## src/rtl/seg_pkg.sv

```systemverilog
// seg_pkg: shared types and default constants for the seven-segment scan
// controller (seg_scan_ctrl) and its slot timer (seg_slot_timer).
//   seg_state_t   : scan FSM state (BLANK gap, SHOW digit)
//   SEG_DIGITS    : default number of scanned digits
//   SEG_PRESCALE  : default clk cycles per digit slot (blank + show)
//   SEG_BLANK_CYC : default blank cycles at the start of each slot
//   SEG_NIB_W     : width of one hex digit
package seg_pkg;

    localparam int SEG_DIGITS    = 8;
    localparam int SEG_PRESCALE  = 100000;
    localparam int SEG_BLANK_CYC = 4;
    localparam int SEG_NIB_W     = 4;

    typedef enum logic {
        BLANK = 1'b0,
        SHOW  = 1'b1
    } seg_state_t;

endpackage

```

## src/rtl/seg_slot_timer.sv

```systemverilog
// seg_slot_timer: prescaler for the digit scan. Owns the in-slot cycle
// counter cnt (0..PRESCALE-1) and the digit index idx (0..DIGITS-1).
// Ports:
//   clk, rst   : rising-edge clock, synchronous active-high reset
//   blank_end  : high during the last blank cycle of a slot
//   slot_end   : high during the last cycle of a slot
//   frame_end  : high during the last cycle of the last digit's slot
//   idx        : digit currently being scanned
// Strobes are combinational decodes of the registered counters, so the
// consumer acts on them at the same edge that wraps or advances them.
module seg_slot_timer
    import seg_pkg::*;
#(
    parameter int DIGITS    = SEG_DIGITS,
    parameter int PRESCALE  = SEG_PRESCALE,
    parameter int BLANK_CYC = SEG_BLANK_CYC,
    localparam int IDX_W    = (DIGITS > 1) ? $clog2(DIGITS) : 1,
    localparam int CNT_W    = (PRESCALE > 1) ? $clog2(PRESCALE) : 1
) (
    input  logic             clk,
    input  logic             rst,
    output logic             blank_end,
    output logic             slot_end,
    output logic             frame_end,
    output logic [IDX_W-1:0] idx
);

    localparam logic [CNT_W-1:0] BLANK_LAST = CNT_W'(BLANK_CYC - 1);
    localparam logic [CNT_W-1:0] SLOT_LAST  = CNT_W'(PRESCALE - 1);
    localparam logic [IDX_W-1:0] IDX_LAST   = IDX_W'(DIGITS - 1);

    logic [CNT_W-1:0] cnt;

    assign blank_end = (cnt == BLANK_LAST);
    assign slot_end  = (cnt == SLOT_LAST);
    assign frame_end = slot_end && (idx == IDX_LAST);

    always_ff @(posedge clk) begin
        if (rst) begin
            cnt <= '0;
            idx <= '0;
        end else if (slot_end) begin
            cnt <= '0;
            idx <= frame_end ? '0 : idx + 1'b1;
        end else begin
            cnt <= cnt + 1'b1;
        end
    end

endmodule

```

## src/rtl/seg_scan_ctrl.sv

```systemverilog
// seg_scan_ctrl: time-multiplexed scan controller for a shared seven-segment
// decoder driving a common-segment digit array.
// Ports:
//   clk, rst     : rising-edge clock, synchronous active-high reset
//   load_valid   : producer offers a frame (load_data/load_point/load_en)
//   load_ready   : controller can accept a frame (pending slot empty)
//   load_data    : DIGITS hex nibbles, nibble i at [4i+3:4i], digit 0 rightmost
//   load_point   : decimal point per digit
//   load_en      : 1 = digit shown, 0 = digit blanked through LE
//   dec_data     : nibble to the decoder
//   dec_point    : point to the decoder
//   dec_le       : decoder blank, 1 turns all segments off
//   an           : active-low anode select, at most one bit low
//   frame_done   : one-cycle pulse after the last digit's slot ends
//   dbg_state    : current scan FSM state (0 = BLANK, 1 = SHOW)
// Build option: define SEG_SCAN_LZS_EN for leading-zero suppression.
//
// Load handshake: a frame transfers on a rising edge where load_valid and
// load_ready are both high. load_ready is simply "pending slot empty", so the
// producer may hold load_valid high; exactly one frame moves per ready window.
// An accepted frame waits in the pending slot and is copied to the active
// frame at the frame_end edge, so a frame is never changed mid-scan.
module seg_scan_ctrl
    import seg_pkg::*;
#(
    parameter int DIGITS    = SEG_DIGITS,
    parameter int PRESCALE  = SEG_PRESCALE,
    parameter int BLANK_CYC = SEG_BLANK_CYC
) (
    input  logic                     clk,
    input  logic                     rst,
    input  logic                     load_valid,
    output logic                     load_ready,
    input  logic [SEG_NIB_W*DIGITS-1:0] load_data,
    input  logic [DIGITS-1:0]        load_point,
    input  logic [DIGITS-1:0]        load_en,
    output logic [SEG_NIB_W-1:0]     dec_data,
    output logic                     dec_point,
    output logic                     dec_le,
    output logic [DIGITS-1:0]        an,
    output logic                     frame_done,
    output logic                     dbg_state
);

    localparam int IDX_W = (DIGITS > 1) ? $clog2(DIGITS) : 1;

    seg_state_t state;

    logic                        blank_end;
    logic                        slot_end;
    logic                        frame_end;
    logic [IDX_W-1:0]            idx;

    logic [SEG_NIB_W*DIGITS-1:0] act_data;
    logic [DIGITS-1:0]           act_point;
    logic [DIGITS-1:0]           act_en;
    // Set by the first commit; until then SHOW slots keep the anodes off so
    // an idle controller leaves the display completely dark.
    logic                        act_valid;

    logic [SEG_NIB_W*DIGITS-1:0] pend_data;
    logic [DIGITS-1:0]           pend_point;
    logic [DIGITS-1:0]           pend_en;
    logic                        pend_valid;

    logic                        xfer;
    logic [SEG_NIB_W-1:0]        cur_nib;
    logic                        cur_point;
    logic                        cur_en;
    logic                        suppress;

    seg_slot_timer #(
        .DIGITS    (DIGITS),
        .PRESCALE  (PRESCALE),
        .BLANK_CYC (BLANK_CYC)
    ) u_timer (
        .clk       (clk),
        .rst       (rst),
        .blank_end (blank_end),
        .slot_end  (slot_end),
        .frame_end (frame_end),
        .idx       (idx)
    );

    assign load_ready = ~pend_valid;
    assign xfer       = load_valid && load_ready;
    assign dbg_state  = state;

    // Select the active digit's fields for the current index.
    always_comb begin
        cur_nib   = '0;
        cur_point = 1'b0;
        cur_en    = 1'b0;
        for (int i = 0; i < DIGITS; i++) begin
            if (idx == IDX_W'(i)) begin
                cur_nib   = act_data[i*SEG_NIB_W +: SEG_NIB_W];
                cur_point = act_point[i];
                cur_en    = act_en[i];
            end
        end
    end

`ifdef SEG_SCAN_LZS_EN
    // upper_zero[i] is high when nibbles i..DIGITS-1 are all zero; built
    // from the most significant digit downwards.
    logic [DIGITS-1:0] upper_zero;
    logic              lz_acc;

    always_comb begin
        upper_zero = '0;
        lz_acc     = 1'b1;
        for (int i = DIGITS - 1; i >= 0; i--) begin
            lz_acc        = lz_acc & (act_data[i*SEG_NIB_W +: SEG_NIB_W] == '0);
            upper_zero[i] = lz_acc;
        end
    end

    // Digit 0 always shows so a zero value still displays "0".
    assign suppress = (idx != '0) && upper_zero[idx];
`else
    assign suppress = 1'b0;
`endif

    always_ff @(posedge clk) begin
        if (rst) begin
            state      <= BLANK;
            an         <= '1;
            dec_le     <= 1'b1;
            dec_data   <= '0;
            dec_point  <= 1'b0;
            frame_done <= 1'b0;
            act_data   <= '0;
            act_point  <= '0;
            act_en     <= '0;
            act_valid  <= 1'b0;
            pend_data  <= '0;
            pend_point <= '0;
            pend_en    <= '0;
            pend_valid <= 1'b0;
        end else begin
            frame_done <= frame_end;

            // Outputs are loaded together with the state change so the
            // anode pattern always matches the registered state.
            case (state)
                BLANK: begin
                    if (blank_end) begin
                        state <= SHOW;
                        if (act_valid) begin
                            an        <= ~(DIGITS'(1) << idx);
                            dec_data  <= cur_nib;
                            dec_point <= cur_point;
                            dec_le    <= ~cur_en | suppress;
                        end
                    end
                end
                SHOW: begin
                    if (slot_end) begin
                        state  <= BLANK;
                        an     <= '1;
                        dec_le <= 1'b1;
                    end
                end
                default: begin
                    state  <= BLANK;
                    an     <= '1;
                    dec_le <= 1'b1;
                end
            endcase

            // Commit and accept are exclusive: xfer needs pend_valid low.
            if (frame_end && pend_valid) begin
                act_data   <= pend_data;
                act_point  <= pend_point;
                act_en     <= pend_en;
                act_valid  <= 1'b1;
                pend_valid <= 1'b0;
            end else if (xfer) begin
                pend_data  <= load_data;
                pend_point <= load_point;
                pend_en    <= load_en;
                pend_valid <= 1'b1;
            end
        end
    end

endmodule

```

## config.mk

```make
export PLATFORM = sky130hd
export DESIGN_NAME = seg_scan_ctrl
export DESIGN_NICKNAME = d
export VERILOG_FILES = /design/src/rtl/seg_pkg.sv /design/src/rtl/seg_slot_timer.sv /design/src/rtl/seg_scan_ctrl.sv
export SDC_FILE = /design/constraint.sdc
export NUM_CORES = 1
export LEC_CHECK = 0
export CAP_MARGIN = 20
export CORE_ASPECT_RATIO = 0.5
export CORE_MARGIN = 10
export CORE_UTILIZATION = 40
export CTS_BUF_LIST = sky130_fd_sc_hd__clkbuf_16
export DETAILED_ROUTE_END_ITERATION = 16
export MAX_ROUTING_LAYER = met4
export SLEW_MARGIN = 10
export SYNTH_ARGS = -nofsm -noshare
export SYNTH_HDL_FRONTEND = slang
export SYNTH_SLANG_ARGS = --single-unit
```

## constraint.sdc

```tcl
create_clock -name clk -period 2 [get_ports clk]
set_input_delay 0.4 -clock clk [delete_from_list [all_inputs] [get_ports clk]]
set_output_delay 0.4 -clock clk [all_outputs]
set_load 0.005 [all_outputs]
```

==> summary.md, run 1 <==
| Metric | Value |
|---|---|
| Total Neg Setup Slack | `0 ns` |
| Wire length per cell | `~14 µm` |
| Inst Count DP | `approximately 930` |
| Post-synthesis mux area share | `less than 1%` |
| Status | `finished clean` |
| Ranking of synthesized cells by area | `dfxtp_1, nand2_1, a21oi_1` |
| Vias post-DR | `4,772` |
| Largest net degree at the start of global routing | `between 50 and 60` |
| HP Start | `rst` |
| Initial antenna violation count | `0` |
| ANT cells | `0` |
| Vias/cell | `4.981` |
| CP Capture Type | `flip-flop` |
| Final-layout worst hold slack | `between 0.3 and 0.4 ns` |
| First-pass GRT wire length | `22.44 mm` |
| Post-synthesis compound-gate area fraction | `between 10% and 20%` |
| Worst Path Arrival | `approximately 2.2 ns` |
| CTS tree | `done` |
| Overall routing resource usage | `between 15 and 20%` |
| RSZ-0062 raised after global routing | `yes` |
| Floorplan core area | `0.01344 mm²` |
| Fin. max-slew vios | `0` |
| Ys async rst share | `0%` |
| Max_cap viols | `0` |
| Post-synth cell types | `44` |
| PwrDens | `866.0 mW/mm²` |
| Area Overhead vs Synth | `30.65%` |
| Die width | `roughly 190 µm` |
| Syn Inst Count | `697` |
| #FFs+latches synth | `134` |
| FF-to-FF Start | `u_timer.idx[1]` |
| Postcts setup bufs | `0` |
| Final HPWL DP | `between 9 and 10 mm` |
| Final routed DRC violation total | `0` |
| Synth warnings | `0` |
| Initial drt markers | `between 200 and 300` |
| Post-Route Utilization | `a little over half` |
| Final net count | `approximately 830` |
| Required time worst endpoint | `2.32 ns` |
| Achievable Freq | `between 0.5 and 0.6 GHz` |
| Final Critical Period | `1.891 ns` |
| Die height | `just over 100 µm` |
| Hold Path Class | `input port to flip-flop` |
| Total Wirelength | `13.54 mm` |
| Drt pass-1 iters | `5` |
| Final worst path period share | `approximately 95%` |
| Clk_skew | `0.01417 ns` |
| EDFF count, synth | `0` |
| CP startpoint | `u_timer.idx[1]` |
| Hold Violations, Final | `0` |
| CTS HTree Levels | `4` |
| Max-slew headroom | `68.45%` |
| Vias in the first global route | `~4,600` |
| Synth top area share | `about half` |
| Final setup fails | `0` |
| Critical path class | `flip-flop to flip-flop` |
| Share of layout cells above drive strength 1 | `between 10% and 20%` |
| CTS max path bufs | `2` |
| Root Buffer | `clkbuf_16` |
| Seq/Total Area, Yosys | `between 40% and 50%` |
| Post-Synth XOR/XNOR Area | `2.409%` |
| GPL Wtd Cong | `a little under 0.9` |
| Startpoint Class | `flip-flop` |
| Mapped cell area | `between 0.005 and 0.006 mm²` |
| Grt total ovfl | `0` |
| IO Pins | `around 70` |
| Post-synth top flop | `dfxtp_1` |
| LEAKAGE | `between 0.002 and 0.003 µW` |
| Die area | `approximately 0.019 mm²` |
| Synth Area in Simple Gates | `25.17%` |
| Slew @ Worst Pin | `approximately 0.47 ns` |
| Cts bufs inserted | `17` |
| Filler cells | `~1,300` |
| Synth top cells by count | `nand2_1, dfxtp_1, a21oi_1, nor2_1, clkbuf_1` |
| Reg clk slew, reported paths | `roughly 0.060 ns` |
| Sink Count | `about 130` |
| Maximum vdd drop | `~620 µV` |
| Synth Area in Adders | `about 1.6%` |
| Clock latency on the worst-skew pair | `between 0.4 and 0.5 ns` |
| Remaining antenna violation count | `0` |
| R2r setup slk | `0.11 ns` |
| CP max FO | `12` |
| Row cnt | `30` |
| Average size of a mapped cell | `~7.8 µm²` |
| Area leader, netlist | `dfxtp_1` |
| Largest family of logic cells by synthesized area | `simple AND/OR/NAND/NOR gates` |
| Final Non-Filler Cells | `between 900 and 1,000` |
| Initial Utilization | `40.59%` |
| Count leader, synth | `nand2_1` |
| PortBufs | `67` |
| Syn Nets | `about 760` |
## layer usage
| metal | share of wire, % | track usage [%] | routed length [µm] |
|---|---|---|---|
| met5 | 0 | - | 0 |
| met4 | 0.95 | 5.025 | 128 |
| met3 | 3.4 | 3.588 | 465 |
| met2 | 44 | 21.93 | 5894 |
| met1 | 52 | 20.20 | 7047 |
## worst paths after layout
kind | end | depth (start not counted)
worst min register to register | u_timer.cnt[0] | 1
worst max-delay path | dec_data[2] | 7
worst max register to register | dec_data[2] | 7
worst min-delay path | u_timer.idx[1] | 2
## flip-flops by register name (all words and copies together) (netlist names), 3 cells and up
register	count
act_data	32
pend_data	32
u_timer.cnt	17
act_en	8
act_point	8
an	8
pend_en	8
pend_point	8
dec_data	4
u_timer.idx	3
## placed cells by master, fill, tap and decap left out, types with 3 or more instances in the layout
cell | Yosys | routed
bufinv_16 | 0 | 3
xor2_1 | 8 | 8
a211oi_1 | 7 | 6
a221oi_2 | 0 | 3
nand2_1 | 221 | 220
nor2_1 | 37 | 37
nor4b_2 | 3 | 4
nor3_1 | 8 | 8
nand3b_1 | 5 | 5
ha_2 | 0 | 3
clkbuf_16 | 0 | 17
nor3b_1 | 5 | 5
clkinv_2 | 0 | 3
nor2b_1 | 4 | 3
buf_12 | 0 | 7
inv_1 | 18 | 20
nand3_1 | 9 | 9
xnor2_1 | 7 | 7
dfxtp_1 | 134 | 133
or3_1 | 3 | 3
clkinvlp_4 | 0 | 3
a21oi_1 | 131 | 131
buf_4 | 1 | 28
clkdlybuf4s50_1 | 0 | 66
ha_1 | 7 | 3
o221ai_1 | 5 | 5
clkinv_4 | 0 | 3
## report_power, final
part	leakage (µW)	total (µW)	switching [µW]	internal [µW]
Clock	0.000289	3100	1150	1940
Combinational	0.00115	308	148	160
Sequential	0.00109	2770	34.7	2730
Total	0.00253	6170	1340	4830
## metrics by stage
| stage | instance area (µm²) | power [µW] | worst slack [ns] |
|---|---|---|---|
| finish | 7126 | 6171 | 0.1087 |
| global placement | 6466 | 3131 | -0.05172 |
| global route | 7126 | 6390 | -0.03024 |
| detailed placement | 6466 | 3137 | -0.07311 |
| CTS | 7068 | 6228 | 0.005351 |
| floorplan | 5454 | 2964 | 0.2373 |
## critical path, stage by stage, from the launching register on
cell and delay (ns):
dfxtp_1 0.33, inv_1 0.11, ha_2 0.34, buf_4 0.17, nand3b_1 0.10, a2111oi_2 0.39, o21ai_1 0.15, a211oi_1 0.21
## area by class of cell
type | instances | area, µm² | area share (%)
Timing Repair Buffer | 102 | 1022 | 14.35
Clock inverter | 15 | 165.2 | 2.318
Sequential cell | 134 | 2684 | 37.66
Clock buffer | 17 | 425.4 | 5.970
Tap cell | 176 | 220.2 | 3.090
Multi-Input combinational cell | 495 | 2537 | 35.61
Inverter | 19 | 71.32 | 1.001
## repair_timing
item / 4_1_cts / 5_1_grt
endpoints found under the setup margin: 24 / 76
pin swaps: 1 / 1
resized for setup: 4 / 17
endpoints found under the hold margin: 0 / 0
hold buffers: 0 / 0
## cells by family (layout without fill, tap and decap cells)
| kind of cell | after synthesis | after routing |
|---|---|---|
| AOI/OAI and AO/OA | 158 | 158 |
| and+or+nand+nor | 314 | 314 |
| muxes | 1 | 1 |
| xor gates and xnor gates | 15 | 15 |
| buffers and inverters | 68 | 153 |
| DFF | 134 | 134 |
| adders and majority gates | 7 | 7 |
Note: power is estimated with default switching activity, not from simulation.
==> run 2: changes to the inputs <==
- SETUP_SLACK_MARGIN: default -> 0.02
- clock period: 2 -> 2.4 ns (I/O delays scaled with it)
==> run 2 against run 1 <==
Clock power decreased by 19%. Maximum frequency decreased by 11%. Global-route usage decreased by 0.40 points. Critical path depth decreased by 1. Combinational power decreased by 22%. Count of clock-buffer cells in the layout unchanged. Via count decreased by 2.2%. Power decreased by 18%. Utilization decreased by 2.1 points. Flip-flop and latch count unchanged. Non-clock buffer count decreased by 19. Largest power group unchanged.
==> summary.md, run 2 (synthesized netlist as in run 1, its figures left out) <==
| Metric | Value |
|---|---|
| Largest net degree at the start of global routing | `49 (-16%)` |
| CP peak stage delay | `0.54 ns (+0.15 ns)` |
| Row cnt | `30 (unchanged)` |
| Die area | `0.01899 mm² (unchanged)` |
| Final-layout worst hold slack | `0.4438 ns (+0.08625 ns)` |
| CTS max path bufs | `2 (unchanged)` |
| CTS tree | `done` |
| Sink Count | `134 (unchanged)` |
| Startpoint Class | `flip-flop` |
| First-pass GRT wire length | `22.00 mm (-2.0%)` |
| Slew @ Worst Pin | `0.6099 ns (+0.1441 ns)` |
| Drt pass-1 iters | `5 (unchanged)` |
| Fin. max-slew vios | `0 (unchanged)` |
| Vias in the first global route | `4,467 (-3.0%)` |
| Postcts setup bufs | `0 (unchanged)` |
| HP Start | `pend_data[26]` |
| ANT cells | `0 (unchanged)` |
| Post-Route Utilization | `50.90% (-2.1 points)` |
| IO Pins | `68 (unchanged)` |
| Initial Utilization | `40.59% (unchanged)` |
| CP Capture Type | `flip-flop` |
| Final instance area | `0.006840 mm² (-4.0%)` |
| Final worst path period share | `88.95% (-5.6 points)` |
| Cts hold-fix bufs | `0 (unchanged)` |
| Register area | `0.002683 mm² (about the same)` |
| CP delay by family, top | `compound AO/OA/AOI/OAI gates` |
| Commonest cells after routing, fill and taps aside | `nand2_1, dfxtp_1, a21oi_1` |
| Cts bufs inserted | `17 (unchanged)` |
| Floorplan core area | `0.01344 mm² (unchanged)` |
| PortBufs | `67 (unchanged)` |
| Overall routing resource usage | `14.69% (-0.40 points)` |
| Required time worst endpoint | `2.72 ns (+0.40 ns)` |
| Root Buffer | `clkbuf_16` |
| Maximum vdd drop | `454.5 µV (-27%)` |
| Max-slew headroom | `59.03% (-9.4 points)` |
| R2r setup slk | `0.27 ns (+0.16 ns)` |
| Critical path class | `flip-flop to flip-flop` |
| Multi-input logic area | `0.002485 mm² (-2.1%)` |
| Share of layout cells above drive strength 1 | `7.602% (-3.4 points)` |
| Reg clk slew, reported paths | `0.06 ns (about the same)` |
| FF-to-FF Start | `u_timer.idx[0]` |
| Filler cells | `1,336 (+1.9%)` |
| Inst Count DP | `907 (-2.1%)` |
| CP startpoint | `u_timer.idx[0]` |
| Total Wirelength | `13.03 mm (-3.7%)` |
| RSZ-0062 raised after global routing | `no` |
| CTS HTree Levels | `4 (unchanged)` |
| Commonest non-fill, non-tap cell in the layout | `nand2_1` |
| Status | `finished clean` |
| Final net count | `808 (-2.3%)` |
| Final HPWL DP | `9.268 mm (-2.7%)` |
| Final routed DRC violation total | `0 (unchanged)` |
| Clock latency on the worst-skew pair | `0.41 ns (about the same)` |
| Hold Path Class | `flip-flop to flip-flop` |
| Final Non-Filler Cells | `939 (-2.0%)` |
| CTS-repair resized insts | `0 (-4)` |
| Vias/cell | `4.969 (-0.24%)` |
| Initial drt markers | `262 (-5.8%)` |
| CP bufs+invs | `1 (-1)` |
| Die height | `102.6 µm (unchanged)` |
| Vias post-DR | `4,666 (-2.2%)` |
| Clk_skew | `0.01121 ns (-0.002967 ns)` |
| PwrDens | `741.2 mW/mm² (-14%)` |
| CP max FO | `14 (+2)` |
| Wire length per cell | `13.88 µm (-1.8%)` |
| Worst Path Arrival | `2.46 ns (+0.25 ns)` |
| Max_cap viols | `0 (unchanged)` |
| Worst-path cell chain | `inv_1, ha_1, nand3b_1, a2111oi_0, o21ai_0, a211oi_1` |
| Crit-path slowest cell | `ha_1` |
| Grt total ovfl | `0 (unchanged)` |
| LEAKAGE | `0.002398 µW (-5.1%)` |
| Area Overhead vs Synth | `25.42%` |
| Achievable Freq | `0.4685 GHz (-11%)` |
| Initial antenna violation count | `0 (unchanged)` |
| GPL Wtd Cong | `0.8670 (-1.7%)` |
| Hold Violations, Final | `0 (unchanged)` |
| Die width | `185.1 µm (unchanged)` |
| Placed inst area | `0.006248 mm² (-3.4%)` |
| Total Neg Setup Slack | `0 ns (unchanged)` |
| Top Registers | `act_data (32), pend_data (32), u_timer.cnt (17)` |
| Final setup fails | `0 (unchanged)` |
| Final Critical Period | `2.135 ns (+0.2434 ns)` |
| Remaining antenna violation count | `0 (unchanged)` |
-- run 2: cell types whose count changed in the layout (fill, tap and decap cells not counted), moves of 2 or more --
cell / delta
buf_4: -12
buf_12: -6
inv_6: +4
a221oi_1: +3
a221oi_2: -3
clkinvlp_4: -2
ha_1: +2
o21ai_0: +2
o21ai_1: -2
-- run 2: worst min-delay path: cells and delay by family (launching register included) --
| kind | cells | cell delay (ns) |
|---|---|---|
| DFF | 1 | 0.31 |
| and+or+nand+nor | 1 | 0.05 |
| AOI/OAI and AO/OA | 1 | 0.05 |
-- run 2: final cells by class --
| class | instances | share of cell area [%] |
|---|---|---|
| clock buffers | 17 | 6.219 |
| clock inverters | 15 | 2.268 |
| inverters | 19 | 1.043 |
| multi-input cells | 495 | 36.33 |
| flip-flops and latches | 134 | 39.22 |
| well taps | 176 | 3.219 |
| repair buffers | 83 | 11.71 |
-- run 2: power by group --
group | internal, µW | total (µW) | switching, µW
Clock | 1540 | 2520 | 989
Sequential | 2280 | 2310 | 29.4
Combinational | 124 | 239 | 116
-- run 2: layer usage --
layer	up-vias	wire (µm)	GRT usage (%)
met5	-	0	-
met4	0	99	4.591
met3	11	590	3.095
met2	74	5721	21.41
met1	2158	6617	19.95
li1	2423	-	-
-- run 2: final timing paths --
check / end / depth (start not counted)
setup / recovery: dec_data[2] / 6
hold / removal: act_data[26] / 2
setup reg to reg: dec_data[2] / 6
hold reg to reg: act_data[26] / 2
-- run 2: stage by stage --
| step | power (µW) | setup WS, ns |
|---|---|---|
| 4_1_cts | 5138 | 0.1607 |
| 5_1_grt | 5271 | 0.07500 |
| 3_3_place_gp | 2596 | 0.2893 |
| 3_5_place_dp | 2599 | 0.1993 |
| 2_1_floorplan | 2470 | 0.6373 |
| 6_report | 5070 | 0.2653 |
==> run 3: changes to the inputs <==
- CORE_UTILIZATION: 40 -> 55
- PLACE_DENSITY: default -> 0.79
- SYNTH_HIERARCHICAL: default -> 1
==> run 3 against run 2 <==
Utilization is 21 points higher. Cell count fell by 7.2%. Die area down 25%. Synthesized cell count fell by 5.2%. Maximum frequency fell by 4.3%. Non-clock buffer count grew 5. Largest power group unchanged. Flip-flop and latch count unchanged. Register-to-register slack lost 0.096 ns. Power shrank 0.35%. Clock skew shrank 0.0011 ns. Cell area fell by 1.1%.
==> summary.md, run 3 <==
| Metric | Value |
|---|---|
| Top Registers | `act_data (32), pend_data (32), u_timer/cnt (17)` |
| Achievable Freq | `0.4482 GHz (-4.3%)` |
| Ys async rst share | `0% (unchanged)` |
| Hold Violations, Final | `0 (unchanged)` |
| Final net count | `777 (-3.8%)` |
| FF-to-FF Start | `u_timer/cnt[0]` |
| Worst-path cell chain | `ha_4, or4b_4, nor3_2, buf_4, and3b_1, buf_4, nand4b_1, o21ai_0, nand2_1` |
| Post-Route Utilization | `71.85% (+21 points)` |
| Critical path class | `flip-flop to flip-flop` |
| Slew @ Worst Pin | `0.5427 ns (-0.06721 ns)` |
| Final instance area | `0.006765 mm² (-1.1%)` |
| Filler cells | `732 (-45%)` |
| ANT cells | `0 (unchanged)` |
| Largest net degree at the start of global routing | `111 (+130%)` |
| Drt pass-1 iters | `4 (-1)` |
| LEAKAGE | `0.002349 µW (-2.1%)` |
| Clock latency on the worst-skew pair | `0.42 ns (about the same)` |
| #FFs+latches synth | `134 (unchanged)` |
| Area Overhead vs Synth | `27.52%` |
| Share of layout cells above drive strength 1 | `9.511% (+1.9 points)` |
| Remaining antenna violation count | `0 (unchanged)` |
| Average size of a mapped cell | `8.026 µm² (+2.6%)` |
| CP Capture Point | `an[3]` |
| CP max FO | `8 (-6)` |
| Mapped cell area | `0.005305 mm² (-2.7%)` |
| Cts bufs inserted | `17 (unchanged)` |
| Ranking of synthesized cells by area | `dfxtp_1, nand2_1, a21oi_1` |
| Area leader, netlist | `dfxtp_1` |
| Vias post-DR | `4,641 (-0.54%)` |
| Initial drt markers | `276 (+5.3%)` |
| First-pass GRT wire length | `21.11 mm (-4.0%)` |
| IO Pins | `68 (unchanged)` |
| Worst Path Arrival | `2.52 ns (+0.06 ns)` |
| CP peak stage delay | `0.49 ns (-0.05 ns)` |
| Final Critical Period | `2.231 ns (+0.09646 ns)` |
| R2r setup slk | `0.17 ns (-0.10 ns)` |
| PwrDens | `746.9 mW/mm² (+0.76%)` |
| Crit-path slowest cell | `or4b_4` |
| Count leader, synth | `nand2_1` |
| CP startpoint | `u_timer/cnt[0]` |
| Commonest cells after routing, fill and taps aside | `nand2_1, dfxtp_1, a21oi_1` |
| Reg clk slew, reported paths | `0.06 ns (about the same)` |
| Postcts setup bufs | `0 (unchanged)` |
| Wire length per cell | `15.11 µm (+8.9%)` |
| Post-synth top flop | `dfxtp_1` |
| Final Non-Filler Cells | `871 (-7.2%)` |
| Max-slew headroom | `63.82% (+4.8 points)` |
| Row cnt | `25 (-17%)` |
| GPL Wtd Cong | `0.9263 (+6.8%)` |
| Total Neg Setup Slack | `0 ns (unchanged)` |
| CTS HTree Levels | `4 (unchanged)` |
| Die width | `158.9 µm (-14%)` |
| Die height | `89.45 µm (-13%)` |
| Hold Path Class | `input port to flip-flop` |
| Max_cap viols | `0 (unchanged)` |
| Grt total ovfl | `0 (unchanged)` |
| Initial antenna violation count | `0 (unchanged)` |
| Seq/Total Area, Yosys | `50.57% (+1.4 points)` |
| Syn Inst Count | `661 (-5.2%)` |
| Final worst path period share | `92.96% (+4.0 points)` |
| Worst-case reg-to-reg path depth | `9 (+3)` |
| Initial Utilization | `56.35% (+16 points)` |
| Final HPWL DP | `8.494 mm (-8.3%)` |
| Total Wirelength | `13.16 mm (+0.98%)` |
| Syn Nets | `715 (-5.3%)` |
| Register area | `0.002685 mm² (about the same)` |
| Required time worst endpoint | `2.69 ns (-0.03 ns)` |
| Clk_skew | `0.01014 ns (-0.001067 ns)` |
| CP Capture Type | `flip-flop` |
| Commonest non-fill, non-tap cell in the layout | `nand2_1` |
| Fin. max-slew vios | `0 (unchanged)` |
| Synth warnings | `6 (+6)` |
| Inst Count DP | `838 (-7.6%)` |
| RSZ-0062 raised after global routing | `no` |
| Startpoint Class | `flip-flop` |
| Floorplan core area | `0.009415 mm² (-30%)` |
| RR Endpoint | `an[3]` |
| Cts hold-fix bufs | `0 (unchanged)` |
| Synth top area share | `50.57% (+1.4 points)` |
| Overall routing resource usage | `18.85% (+4.2 points)` |
| Multi-input logic area | `0.002429 mm² (-2.3%)` |
| CTS-repair resized insts | `0 (unchanged)` |
| Root Buffer | `clkbuf_16` |
| Final-layout worst hold slack | `0.2771 ns (-0.1667 ns)` |
| CTS tree | `done` |
| EDFF count, synth | `0 (unchanged)` |
| Final routed DRC violation total | `0 (unchanged)` |
| CTS max path bufs | `2 (unchanged)` |
| Maximum vdd drop | `447.8 µV (-1.5%)` |
| PortBufs | `67 (unchanged)` |
| Sink Count | `134 (unchanged)` |
| Placed inst area | `0.006166 mm² (-1.3%)` |
| Final setup fails | `0 (unchanged)` |
| Most used cell, CP | `buf_4` |
| Post-synth cell types | `44 (unchanged)` |
| Synth top cells by count | `nand2_1, dfxtp_1, a21oi_1, nor2_1, clkbuf_1` |
| Vias/cell | `5.328 (+7.2%)` |
| Vias in the first global route | `4,356 (-2.5%)` |
| Die area | `0.01421 mm² (-25%)` |
| Status | `finished clean` |
## run 3: final cells by class
| type | count | area share, % |
|---|---|---|
| Clock inverter | 15 | 2.090 |
| Sequential cell | 134 | 39.69 |
| Inverter | 6 | 0.3329 |
| Clock buffer | 17 | 6.288 |
| Multi-Input combinational cell | 476 | 35.90 |
| Timing Repair Buffer | 88 | 13.21 |
| Tap cell | 135 | 2.497 |
## run 3: logic make-up (layout without fill, tap and decap cells)
family          Yosys count  after routing  share of synthesized area (%)
simple gates            301            301                          24.41
compound gates          143            143                          14.76
flops                   134            134                          50.57
buf+inv                  51            126                          4.222
xor+xnor                 15             15                          2.476
mux                      14             14                          2.854
fa+ha+maj                 3              3                         0.7076
## run 3: metrics by stage
stage / total power, µW / setup WS, ns
6_report: 5053 / 0.1688
2_1_floorplan: 2494 / 0.03538
5_1_grt: 5210 / 0.03225
4_1_cts: 5076 / 0.07127
3_3_place_gp: 2616 / 0.2003
3_5_place_dp: 2622 / 0.1436
## run 3: routing by layer
| layer | GRT usage, % | vias up | share of wire [%] |
|---|---|---|---|
| met5 | - | - | 0 |
| met4 | 6.015 | 0 | 0.69 |
| met3 | 5.377 | 8 | 4.7 |
| met2 | 31.98 | 106 | 49 |
| met1 | 21.60 | 2191 | 45 |
| li1 | - | 2336 | - |
## run 3: how the worst min path moves through the flow
stage                  start        endpoint  slack (ns)  cells after the start
2_1_floorplan      act_en[4]       act_en[4]        0.43                      2
3_3_place_gp   pend_point[3]    act_point[3]        0.44                      2
3_5_place_dp    pend_data[5]     act_data[5]        0.44                      2
4_1_cts                  rst  u_timer/cnt[2]        0.26                      2
5_1_grt                  rst  u_timer/cnt[2]        0.29                      2
6_report                 rst  u_timer/cnt[2]        0.28                      2
## run 3: power breakdown
| part | internal (µW) | switching [µW] |
|---|---|---|
| combinational | 131 | 125 |
| clock | 1510 | 965 |
| sequential | 2280 | 39.5 |
| total | 3920 | 1130 |
## run 3: critical path: cells and delay by family, from the launching register on
family	cells	cell delay, ns
and+or+nand+nor	5	1.12
DFF	1	0.38
buffers and inverters	2	0.32
adders and majority gates	1	0.18
AOI/OAI and AO/OA	1	0.11
